<file path="src/rtl/mcu_spi_select.sv">
// MCU SPI source select: forwards either the on-board BL616 or an external
// M0S Dock to the core's mcu_* inputs. Switches to the M0S once its presence
// is qualified and both buses are idle, then stays there until reset.
module mcu_spi_select #(
  parameter int unsigned SYNC_STAGES = 2,
  parameter int unsigned DET_CYCLES  = 16,
  parameter int unsigned IDLE_GUARD  = 4
) (
  input  logic clk32,
  input  logic reset,
  input  logic int_sclk,
  input  logic int_csn,
  input  logic int_mosi,
  input  logic ext_sclk,
  input  logic ext_csn,
  input  logic ext_mosi,
  input  logic core_miso,
  input  logic core_intn,
  output logic mcu_sclk,
  output logic mcu_csn,
  output logic mcu_mosi,
  output logic int_miso,
  output logic ext_miso,
  output logic int_irqn,
  output logic ext_irqn,
  output logic ext_active
);

  localparam int unsigned DET_W = $clog2(DET_CYCLES + 1);
  localparam int unsigned GRD_W = $clog2(IDLE_GUARD + 1);
  localparam int unsigned PADS  = 6;
  // Bit order: {ext_mosi, ext_csn, ext_sclk, int_mosi, int_csn, int_sclk}
  localparam logic [PADS-1:0] SYNC_RST = 6'b010010;

  typedef enum logic [1:0] {
    ST_INT  = 2'd0,
    ST_PEND = 2'd1,
    ST_EXT  = 2'd2
  } state_t;

  state_t           state, state_nxt;
  logic [DET_W-1:0] det_cnt, det_nxt;
  logic [GRD_W-1:0] guard_cnt, guard_nxt;
  logic [PADS-1:0]  pads;
  logic [PADS-1:0]  pads_s;
  logic [PADS-1:0]  sync_q [SYNC_STAGES];

  logic int_sclk_s, int_csn_s, int_mosi_s;
  logic ext_sclk_s, ext_csn_s, ext_mosi_s;

  assign pads   = {ext_mosi, ext_csn, ext_sclk, int_mosi, int_csn, int_sclk};
  assign pads_s = sync_q[SYNC_STAGES-1];
  assign {ext_mosi_s, ext_csn_s, ext_sclk_s, int_mosi_s, int_csn_s, int_sclk_s} = pads_s;

  // Fan-out of core response to both MCUs, independent of selection
  assign int_miso = core_miso;
  assign ext_miso = core_miso;
  assign int_irqn = core_intn;
  assign ext_irqn = core_intn;

  // Synchroniser chains for all six pad inputs
  always_ff @(posedge clk32 or posedge reset) begin
    if (reset) begin
      for (int i = 0; i < SYNC_STAGES; i++) sync_q[i] <= SYNC_RST;
    end else begin
      sync_q[0] <= pads;
      for (int i = 1; i < SYNC_STAGES; i++) sync_q[i] <= sync_q[i-1];
    end
  end

  // State and qualification counters
  always_ff @(posedge clk32 or posedge reset) begin
    if (reset) begin
      state     <= ST_INT;
      det_cnt   <= '0;
      guard_cnt <= '0;
    end else begin
      state     <= state_nxt;
      det_cnt   <= det_nxt;
      guard_cnt <= guard_nxt;
    end
  end

  // Next state: presence detect in INT, idle guard in PEND, EXT is terminal
  always_comb begin
    state_nxt = state;
    det_nxt   = '0;
    guard_nxt = '0;
    unique case (state)
      ST_INT: begin
        if (!ext_csn_s) begin
          det_nxt = (det_cnt == DET_W'(DET_CYCLES)) ? det_cnt : det_cnt + DET_W'(1);
        end
        if (det_nxt == DET_W'(DET_CYCLES)) begin
          state_nxt = ST_PEND;
          det_nxt   = '0;
        end
      end
      ST_PEND: begin
        if (int_csn_s && ext_csn_s) begin
          guard_nxt = (guard_cnt == GRD_W'(IDLE_GUARD)) ? guard_cnt : guard_cnt + GRD_W'(1);
        end
        if (guard_nxt == GRD_W'(IDLE_GUARD)) begin
          state_nxt = ST_EXT;
          guard_nxt = '0;
        end
      end
      ST_EXT: begin
        state_nxt = ST_EXT;
      end
      default: begin
        state_nxt = ST_INT;
      end
    endcase
  end

  // Registered source mux; switches one edge after entering EXT
  always_ff @(posedge clk32 or posedge reset) begin
    if (reset) begin
      mcu_sclk   <= 1'b0;
      mcu_csn    <= 1'b1;
      mcu_mosi   <= 1'b0;
      ext_active <= 1'b0;
    end else begin
      if (state == ST_EXT) begin
        mcu_sclk <= ext_sclk_s;
        mcu_csn  <= ext_csn_s;
        mcu_mosi <= ext_mosi_s;
      end else begin
        mcu_sclk <= int_sclk_s;
        mcu_csn  <= int_csn_s;
        mcu_mosi <= int_mosi_s;
      end
      ext_active <= (state_nxt == ST_EXT);
    end
  end

endmodule

</file>
<file path="config.mk">
export PLATFORM = sky130hd
export DESIGN_NAME = mcu_spi_select
export DESIGN_NICKNAME = d
export VERILOG_FILES = /design/src/rtl/mcu_spi_select.sv
export SDC_FILE = /design/constraint.sdc
export NUM_CORES = 1
export LEC_CHECK = 0
export BUFFER_PORTS_ARGS = -buffer_cell sky130_fd_sc_hd__buf_4
export CELL_PAD_IN_SITES_DETAIL_PLACEMENT = 0
export CELL_PAD_IN_SITES_GLOBAL_PLACEMENT = 1
export CORE_ASPECT_RATIO = 1.75
export CORE_UTILIZATION = 46
export CTS_CLUSTER_SIZE = 24
export DETAILED_ROUTE_END_ITERATION = 8
export PLACE_DENSITY = 0.79
export REMOVE_ABC_BUFFERS = 1
export SLEW_MARGIN = 20
export SYNTH_ARGS = -nofsm -noshare
export SYNTH_HDL_FRONTEND = slang
export SYNTH_SLANG_ARGS = --single-unit
</file>
<file path="constraint.sdc">
create_clock -name clk32 -period 3.1 [get_ports clk32]
set_clock_uncertainty 0.2 [all_clocks]
set_input_delay 0.155 -clock clk32 [delete_from_list [all_inputs] [get_ports clk32]]
set_output_delay 0.155 -clock clk32 [all_outputs]
set_load 0.01 [all_outputs]
</file>
-- After elaboration in Yosys (flattened, before gate mapping)
Index checks and enable logic that the tools add are counted.
- flip-flop bits (word level): 26
- input bits: 10
- word-level logic and storage cells: 36
- $add $sub $neg: 2
- equal/unequal tests: 7
- muxes and demuxes: 16
- reduce and logical (&&, ||, !) cells: 2
- operator list (cell ; count):
    $mux 5 ; 5
    $mux 3 ; 5
    $eq 5x5->1 const B ; 2
    $eq 3x3->1 const B ; 2
    $pmux 2 s3 ; 1
    $add 5x1->5 const B ; 1
    $eq 2x2->1 const B ; 2
    $mux 2 ; 2
    $add 3x1->3 const B ; 1
    $mux 1 ; 3
    $eq 2x1->1 const B ; 1
    $logic_not 2->1 ; 1
    $logic_and 1x1->1 ; 1

-- Longest topological paths before layout
Gate-level depths: netlist of the first run.
- depth in word-level cells: 8
- gate-level depth with buffers: 6

-- Worst setup path after synthesis of the first run
Ideal clock, no wire load.
- path kind: register -> register
- start point: register guard_cnt[0]
- end point: register state[0]
- library setup time: 0.121 ns
- arrival: 1.289 ns
- data required time: 2.779 ns
- path slack: 1.490 ns
- cell stages (with the launch flop): 7
- path through: dfrtp_1 inv_1 ha_1 and3b_1 nor3_1 nand2_1 a22o_1
- cells in the longest elaborated chain, start to end: 7
- RTL lines (element ; RTL line ; text):
    from (decl) ; 43 ; logic [GRD_W-1:0] guard_cnt, guard_nxt;
    from (signal assigned) ; 80 ; guard_cnt <= guard_nxt;
    $add 3x1->3 / $eq 3x3->1 (equally long branches) ; 101 ; guard_nxt = (guard_cnt == GRD_W'(IDLE_GUARD)) ? guard_cnt : guard_cnt + GRD_W'(1);
    $mux 3 * ; 101 ;
    $mux 3 * ; 100 ; if (int_csn_s && ext_csn_s) begin
    $mux 3 * ; 89 ; unique case (state)
    $eq 3x3->1 * ; 103 ; if (guard_nxt == GRD_W'(IDLE_GUARD)) begin
    $mux 2 * ; 103 ;
    $pmux 2 s3 * ; 89 ;
    named net state_nxt[0] ; 41 ; state_t state, state_nxt;
    to (signal assigned) ; 78 ; state <= state_nxt;
    to (decl) ; 41 ;
Mark *: on every way through the listed nets, which the timed path passes. The rest lies on a longest branch. The select of a mux whose other input is x is not followed.

-- Final worst setup path of the first run
Same ends and word-level chain as after synthesis.

==> qor_table.md, run 1 <==
| Step | Parameter | Reported |
| --- | --- | --- |
| floorplanning | Total die area | 0.00247 sq mm |
| detailed routing | Highest metal layer used by the detailed router | met4 |
| synth | Average size of a mapped cell | 12.4 sq um |
| pwr | Internal power consumption | 509 uW |
| detailed routing | Routed length on met3 | 23 um |
| hold path | Min-Delay Startpoint | core_intn |
| clock network | TritonCTS clock tree | done |
| clock network | Quantity of hold-fixing buffers added after cts | 7 |
| clock network | Number of levels the H-tree was split into | 1 |
| sta | Part of the cycle the worst path needs | 0.572 |
| detailed routing | Drt drc | 0 |
| detailed routing | Via/cell ratio | 4.95 |
| pwr | Power per Cell Area | 508 mW/mm^2 |
| synth | Cell count after synthesis | 84 |
| hold path | Class of the tightest hold or removal check | in -> out |
| global routing | Overall Global Routing Usage | 0.164 |
| pwr | Worst VDD drop | 0.000376 V |
| critical path | FF-to-FF End | state[0] |
| sta | Setup TNS | 0 ns |
| sta | Max Fclk | 564 MHz |
| critical path | Type of the setup path with the least slack | reg -> reg |
| floorplanning | Core area | 0.00212 sq mm |
| layout | Count of nets after finishing | 116 |
| detailed routing | Vias after detailed routing | 619 |
| pwr | Clk pwr share | 0.361 |
| pwr | Leakage Power | 0.572 nW |
| clock network | Clock buffer count from CTS | 3 |
| floorplanning | Starting density of the core | 0.493 |
| placement | Detailed placement HPWL | 1.14 mm |
| synth | Seq cells post-synth | 26 |
| sta | Slew @ Worst Pin | 0.949 ns |
| detailed routing | Post-route ant nets | 0 |
| layout | Fraction of layout cells with a size suffix above 1 | 0.248 |
| floorplanning | Placement row count | 22 |
| critical path | Critical path required time | 3.13 ns |
| placement | Final GP Congestion | 0.729 |
| placement | Placed Instances | 114 |
| layout | Count of antenna diodes in the layout | 0 |
| detailed routing | WL final | 1.62 mm |
| layout | Area of the multi-input gates | 328 sq um |
| layout | Post-layout instance count excluding filler cells | 125 |
| detailed routing | Routed metal-1 wirelength | 642 um |
| sta | Number of pins with negative max-slew slack in the final report | 0 |
| critical path | Critical register-to-register path startpoint | guard_cnt[0] |
| synth | Sequential-to-total area share from yosys stat | 0.629 |
| critical path | Worst EP arrival | 1.80 ns |
| critical path | Startpoint class of the critical path | register |
| outcome | Result of the run | complete, no violations |
| floorplanning | Number of primary I/O pins | 18 |
| global routing | Number of global-route vias before repair | 648 |
| synth | Combinational family with the most area after synthesis | simple AND/OR/NAND/NOR gates |
| clock network | Worst-skew pair later-pin latency | 0.33 ns |
| synth | Synth Area in Compound Gates | 0.0551 |
| detailed routing | Detailed-router iteration count before antenna repair | 2 |
| critical path | Endpoint class of the critical path | register |
| hold path | Worst hold path endpoint | ext_irqn |
| synth | XOR/XNOR share of the synthesized area | 0.0335 |
| global routing | First-pass GRT wire length | 2.73 mm |
| sta | Final-report setup violation count | 0 |
| synth | Adder-cell share of the synthesized area | 0.0479 |
| floorplanning | Chip height | 65.0 um |
| synth | Post-Synth Simple-Gate Area | 0.145 |
| placement | Port buffer count | 11 |
| layout | Synthesis-to-finish area growth | 19.3% |
| sta | Minimum clock period | 1.77 ns |
| detailed routing | Met2 routed WL | 911 um |
| detailed routing | Average detailed-routed wire length per instance | 13.0 um |
| clock network | Root Buffer | sky130_fd_sc_hd__clkbuf_4 |
| detailed routing | Initial detailed-routing violation count | 7 |
| synth | Yosys synthesis warning count | 0 |
| critical path | Setup slack of the most critical reg-to-reg path | 1.33 ns |
| global routing | Initial antenna violation count | 0 |
| synth | Synthesized area | 0.00104 sq mm |
| synth | Unique cell type count in the Yosys netlist | 26 |
| pwr | Sw Ratio | 0.197 |
| pwr | Net load switching power | 125 uW |
| clock network | Number of buffers inserted to repair setup after CTS | 0 |
| clock network | Post-cts gate resize count | 0 |
| layout | Filler Cells Inserted | 188 |
| pwr | Share of total power in combinational logic | 0.068 |
| synth | Mux share of post-synthesis cell area | 0.0323 |
| critical path | Largest fanout on the critical path | 4 |
| floorplanning | Floorplan die width | 38.0 um |
| critical path | Worst r2r path cells | 6 |
| global routing | Maximum number of pins on one net before global-route repair | 27 |
| layout | Register cell area after layout | 657 sq um |
| clock network | Largest buffer count on any clock path | 2 |
| global routing | Remaining global-route overflow | 0 |
| sta | Rel. slew slack | 0.366 |
| clock network | Worst-path clk slew | 0.13 ns |
| clock network | Sinks on Clock Net | 26 |
| sta | Final Hold Fails | 0 |
| flow run | Number of violations of the max-capacitance limit | 0 |
| pwr | Part of the power in registers | 0.571 |
| hold path | Depth of the worst hold-timing path | 0 |
| sta | Setup repair after global routing missed its margin | false |
-- through the flow --
| stage | area (sq um) | utilization | hold WS (ns) | setup slack (ns) | power [mW] |
|---|---|---|---|---|---|
| final | 1250 | 0.588 | 0.110 | 1.33 | 0.634 |
| after global routing | 1250 | 0.588 | 0.110 | 1.20 | 0.656 |
| after floorplan | 1010 | - | -0.0405 | 1.49 | 0.388 |
| after CTS | 1250 | 0.588 | 0.110 | 1.29 | 0.640 |
| after global placement | 1120 | 0.530 | 0.0631 | 1.34 | 0.403 |
| after detailed placement | 1120 | 0.530 | 0.0643 | 1.32 | 0.405 |
-- worst max-delay path: stages (launching register included) --
cell and delay, ns:
sky130_fd_sc_hd__dfrtp_1 0.43, sky130_fd_sc_hd__inv_1 0.07, sky130_fd_sc_hd__ha_1 0.18, sky130_fd_sc_hd__and3b_1 0.18
sky130_fd_sc_hd__nor3_1 0.23, sky130_fd_sc_hd__nand2_1 0.14, sky130_fd_sc_hd__a22o_1 0.25
-- power by group through the flow --
stage	clock network, mW	registers, mW	logic [mW]
floorplan	0	0.367	0.0208
global placement	0	0.367	0.0355
detailed placement	0	0.368	0.0370
CTS	0.234	0.362	0.0440
global route	0.243	0.364	0.0493
finish	0.228	0.362	0.0433
-- layout make-up --
cell class	count	share of cell area
Sequential cell	26	0.527
Clock inverter	1	0.0241
Inverter	7	0.0211
Tap cell	24	0.0241
Timing Repair Buffer	18	0.122
Clock buffer	3	0.0181
Multi-Input combinational cell	46	0.263
-- cell usage in the layout (no fill, tap or decap), types with 3 or more instances in the layout --
| cell | count |
|---|---|
| sky130_fd_sc_hd__dfstp_2 | 5 |
| sky130_fd_sc_hd__nor2b_1 | 4 |
| sky130_fd_sc_hd__nor2_1 | 5 |
| sky130_fd_sc_hd__dfrtp_1 | 21 |
| sky130_fd_sc_hd__mux2_2 | 3 |
| sky130_fd_sc_hd__ha_1 | 4 |
| sky130_fd_sc_hd__inv_1 | 7 |
| sky130_fd_sc_hd__nor3_1 | 5 |
| sky130_fd_sc_hd__clkbuf_4 | 3 |
| sky130_fd_sc_hd__buf_4 | 11 |
| sky130_fd_sc_hd__dlygate4sd3_1 | 7 |
| sky130_fd_sc_hd__nand2_1 | 4 |
-- how the worst max path moves through the flow --
stage	startpoint	end	cells past startpoint
detailed placement	guard_cnt[0]	state[0]	6
finish	guard_cnt[0]	state[0]	6
global placement	guard_cnt[0]	state[0]	6
floorplan	guard_cnt[0]	state[0]	6
global route	guard_cnt[0]	state[0]	6
CTS	guard_cnt[0]	state[0]	6
-- cells in the mapped netlist --
cell type                  instances  area share
sky130_fd_sc_hd__nand2_1           4       0.014
sky130_fd_sc_hd__or3_1             1      0.0060
sky130_fd_sc_hd__a311oi_1          1      0.0084
sky130_fd_sc_hd__xor2_1            2       0.017
sky130_fd_sc_hd__and4bb_2          1       0.012
sky130_fd_sc_hd__o21bai_1          2       0.014
sky130_fd_sc_hd__dfstp_2           5        0.13
sky130_fd_sc_hd__dfrtp_1          21        0.50
sky130_fd_sc_hd__nand3_1           2      0.0096
sky130_fd_sc_hd__a22o_1            1      0.0084
sky130_fd_sc_hd__nor3_1            5       0.024
sky130_fd_sc_hd__ha_1              4       0.048
sky130_fd_sc_hd__a21oi_1           2      0.0096
sky130_fd_sc_hd__nor4bb_1          1      0.0096
sky130_fd_sc_hd__nor2_1            5       0.018
sky130_fd_sc_hd__inv_1             7       0.025
sky130_fd_sc_hd__and3b_1           1      0.0084
sky130_fd_sc_hd__mux2_2            3       0.032
sky130_fd_sc_hd__buf_4             4       0.029
sky130_fd_sc_hd__a21bo_2           1      0.0096
sky130_fd_sc_hd__o21ai_0           1      0.0048
sky130_fd_sc_hd__nand3b_1          1      0.0072
sky130_fd_sc_hd__xnor2_1           2       0.017
sky130_fd_sc_hd__clkbuf_1          1      0.0036
sky130_fd_sc_hd__nor2b_1           4       0.024
sky130_fd_sc_hd__nand2b_1          2       0.012
-- metal layers --
| layer | track usage | vias up |
|---|---|---|
| li1 | - | 304 |
| met1 | 0.186 | 302 |
| met2 | 0.278 | 8 |
| met3 | 0.0308 | 5 |
| met4 | 0.0804 | 0 |
| met5 | 0 | - |
-- registers in the layout, indices dropped and copies added (netlist names) --
signal,cells
mcu_mosi,1
state,2
det_cnt,5
sync_q,6
pads_s,6
mcu_sclk,1
ext_active,1
mcu_csn,1
guard_cnt,3
-- cells by family after synthesis --
logic type | Yosys count
adders and majority gates | 4
buffers and inverters | 12
muxes | 3
DFF | 26
AOI/OAI and AO/OA | 8
and+or+nand+nor | 27
xor gates and xnor gates | 4
(Power assumes the default switching activity.)
==> run 2, diff against run 1 <==
--- a/config.mk
+++ b/config.mk
@@ -9,10 +9,10 @@
 export CELL_PAD_IN_SITES_DETAIL_PLACEMENT = 0
 export CELL_PAD_IN_SITES_GLOBAL_PLACEMENT = 1
 export CORE_ASPECT_RATIO = 1.75
-export CORE_UTILIZATION = 46
+export CORE_UTILIZATION = 38
 export CTS_CLUSTER_SIZE = 24
 export DETAILED_ROUTE_END_ITERATION = 8
-export PLACE_DENSITY = 0.79
+export PLACE_DENSITY = 0.7
 export REMOVE_ABC_BUFFERS = 1
 export SLEW_MARGIN = 20
 export SYNTH_ARGS = -nofsm -noshare
==> constraint.sdc (replaced) <==
create_clock -name clk32 -period 1.4 [get_ports clk32]
set_clock_uncertainty 0.2 [all_clocks]
set_input_delay 0.07 -clock clk32 [delete_from_list [all_inputs] [get_ports clk32]]
set_output_delay 0.07 -clock clk32 [all_outputs]
set_load 0.01 [all_outputs]
==> qor_table.md, run 2 (same netlist as run 1, synthesis figures left out) <==
| Step | Parameter | Reported | vs previous |
| --- | --- | --- | --- |
| detailed routing | Initial detailed-routing violation count | 7 | unchanged |
| critical path | Type of the setup path with the least slack | reg -> reg |  |
| sta | Worst-case setup margin in the final layout | -0.243 ns | -1.57 ns |
| sta | Slew @ Worst Pin | 0.336 ns | -0.613 ns |
| layout | Most frequent cells in the layout | 28 x sky130_fd_sc_hd__buf_4, 21 x sky130_fd_sc_hd__dfrtp_1, 9 x sky130_fd_sc_hd__dlygate4sd3_1 |  |
| clock network | Worst-path clk slew | 0.09 ns | -0.04 ns |
| detailed routing | Detailed-router iteration count before antenna repair | 4 | +2 |
| hold path | Depth of the worst hold-timing path | 0 | unchanged |
| floorplanning | Chip height | 71.4 um | +9.7% |
| pwr | Total power draw | 1.56 mW | +150% |
| hold path | Worst hold path endpoint | pads_s[2] |  |
| critical path | Largest fanout on the critical path | 3 | -1 |
| pwr | Worst VDD drop | 0.000830 V | +120% |
| clock network | Clock buffer count from CTS | 3 | unchanged |
| clock network | TritonCTS clock tree | done |  |
| layout | Count of antenna diodes in the layout | 0 | unchanged |
| critical path | Setup slack of the most critical reg-to-reg path | -0.24 ns | -1.57 ns |
| critical path | Critical register-to-register path startpoint | det_cnt[0] |  |
| clock network | Largest buffer count on any clock path | 2 | unchanged |
| detailed routing | Post-route ant nets | 0 | unchanged |
| layout | Synthesis-to-finish area growth | 44.0% |  |
| critical path | FF-to-FF End | state[0] |  |
| sta | Max Fclk | 609 MHz | +8.0% |
| layout | Count of nets after finishing | 137 | +18% |
| detailed routing | WL final | 1.77 mm | +8.9% |
| global routing | Number of global-route vias before repair | 732 | +13% |
| critical path | Worst EP arrival | 1.60 ns | -0.20 ns |
| clock network | Root Buffer | sky130_fd_sc_hd__clkbuf_8 |  |
| outcome | Violations in the final reports | negative setup slack |  |
| detailed routing | Via/cell ratio | 4.80 | -3.1% |
| floorplanning | Placement row count | 24 | +9.1% |
| layout | Post-route cell area | 0.00150 sq mm | +21% |
| floorplanning | Total die area | 0.00297 sq mm | +20% |
| floorplanning | Starting density of the core | 0.409 | -0.0836 |
| pwr | Leakage Power | 0.697 nW | +22% |
| placement | Final GP Congestion | 0.793 | +8.8% |
| global routing | Initial antenna violation count | 0 | unchanged |
| detailed routing | Drt drc | 0 | unchanged |
| hold path | Class of the tightest hold or removal check | reg -> reg |  |
| critical path | Startpoint class of the critical path | register |  |
| sta | Setup repair after global routing missed its margin | true |  |
| critical path | Endpoint class of the critical path | register |  |
| floorplanning | Floorplan die width | 41.6 um | +9.5% |
| placement | Placed inst area | 0.00125 sq mm | +12% |
| hold path | Min-Delay Startpoint | sync_q[8] |  |
| detailed routing | Average detailed-routed wire length per instance | 11.9 um | -8.0% |
| sta | Final Hold Fails | 0 | unchanged |
| sta | Final-report setup violation count | 5 | +5 |
| sta | Number of pins with negative max-slew slack in the final report | 0 | unchanged |
| outcome | Result of the run | finished, violations left |  |
| global routing | Remaining global-route overflow | 0 | unchanged |
| critical path | Worst r2r path cells | 6 | unchanged |
| detailed routing | Vias after detailed routing | 710 | +15% |
| global routing | Overall Global Routing Usage | 0.129 | -0.0346 |
| global routing | First-pass GRT wire length | 2.93 mm | +7.6% |
| clock network | Sinks on Clock Net | 26 | unchanged |
| clock network | Worst-skew pair later-pin latency | 0.26 ns | -0.07 ns |
| critical path | Critical path required time | 1.36 ns | -1.77 ns |
| pwr | Power per Cell Area | 1040 mW/mm^2 | +100% |
| layout | Fraction of layout cells with a size suffix above 1 | 0.484 | +0.236 |
| placement | Port buffer count | 11 | unchanged |
| layout | Most common cell after layout, fill and taps aside | sky130_fd_sc_hd__buf_4 |  |
| floorplanning | Number of primary I/O pins | 18 | unchanged |
| sta | Rel. slew slack | 0.774 | +0.408 |
| global routing | Maximum number of pins on one net before global-route repair | 27 | unchanged |
| flow run | Number of violations of the max-capacitance limit | 0 | unchanged |
| floorplanning | Core area | 0.00255 sq mm | +20% |
| sta | Minimum clock period | 1.64 ns | -0.131 ns |
| sta | Part of the cycle the worst path needs | 1.17 | +0.601 |
| clock network | Number of levels the H-tree was split into | 1 | unchanged |
## run 2: final cells by class
type,count,area (sq um)
clock buffer,3,41.3
tap,26,32.5
fill,208,1050
timing repair buffer,39,323
clock inverter,1,30.0
inverter,7,26.3
sequential,26,657
multi-input combinational,46,394
## run 2: per-layer routing
metal,share of wire,vias to the layer above,track usage
li1,-,347,-
met1,0.39,347,0.135
met2,0.58,14,0.248
met3,0.020,2,0.0202
met4,0.0068,0,0.0502
met5,0,-,0
## run 2: worst max path at each step
stage	startpoint	to	slack, ns
4_1_cts	det_cnt[0]	state[0]	-0.26
2_1_floorplan	guard_cnt[0]	state[0]	-0.21
3_3_place_gp	det_cnt[0]	state[0]	-0.27
6_report	det_cnt[0]	state[0]	-0.24
5_1_grt	det_cnt[0]	state[0]	-0.29
3_5_place_dp	det_cnt[0]	state[0]	-0.35
## run 2: power breakdown
group,leakage [nW],internal [mW],switching (mW)
logic,0.341,0.0968,0.0677
clock network,0.0357,0.382,0.218
registers,0.320,0.785,0.0132
## run 2: worst max-delay path, cell delays in order, from the launching register on
cell	delay, ns
sky130_fd_sc_hd__dfrtp_1	0.40
sky130_fd_sc_hd__inv_2	0.07
sky130_fd_sc_hd__ha_4	0.16
sky130_fd_sc_hd__and4bb_2	0.25
sky130_fd_sc_hd__xnor2_2	0.19
sky130_fd_sc_hd__nor3_2	0.07
sky130_fd_sc_hd__a22o_1	0.19
## run 2: what timing repair did
item,in CTS,in global routing
hold buffers,9,0
setup endpoints to repair,6,9
resized for setup,10,10
gates cloned,0,0
pin swaps,9,8
buffers inserted,3,1
endpoints found under the hold margin,36,0
## run 2: per-stage QoR
| stage | worst slack, ns | utilization | TNS (ns) | hold WS [ns] | instances |
|---|---|---|---|---|---|
| final | -0.243 | 0.589 | -0.992 | 0.154 | 148 |
| after global routing | -0.294 | 0.589 | -1.33 | 0.165 | 148 |
| after CTS | -0.258 | 0.575 | -1.09 | 0.155 | 148 |
| after detailed placement | -0.354 | 0.491 | -1.53 | -0.0599 | 133 |
| after global placement | -0.272 | 0.491 | -1.23 | -0.0604 | 133 |
| after floorplan | -0.210 | - | -0.483 | -0.126 | 79 |
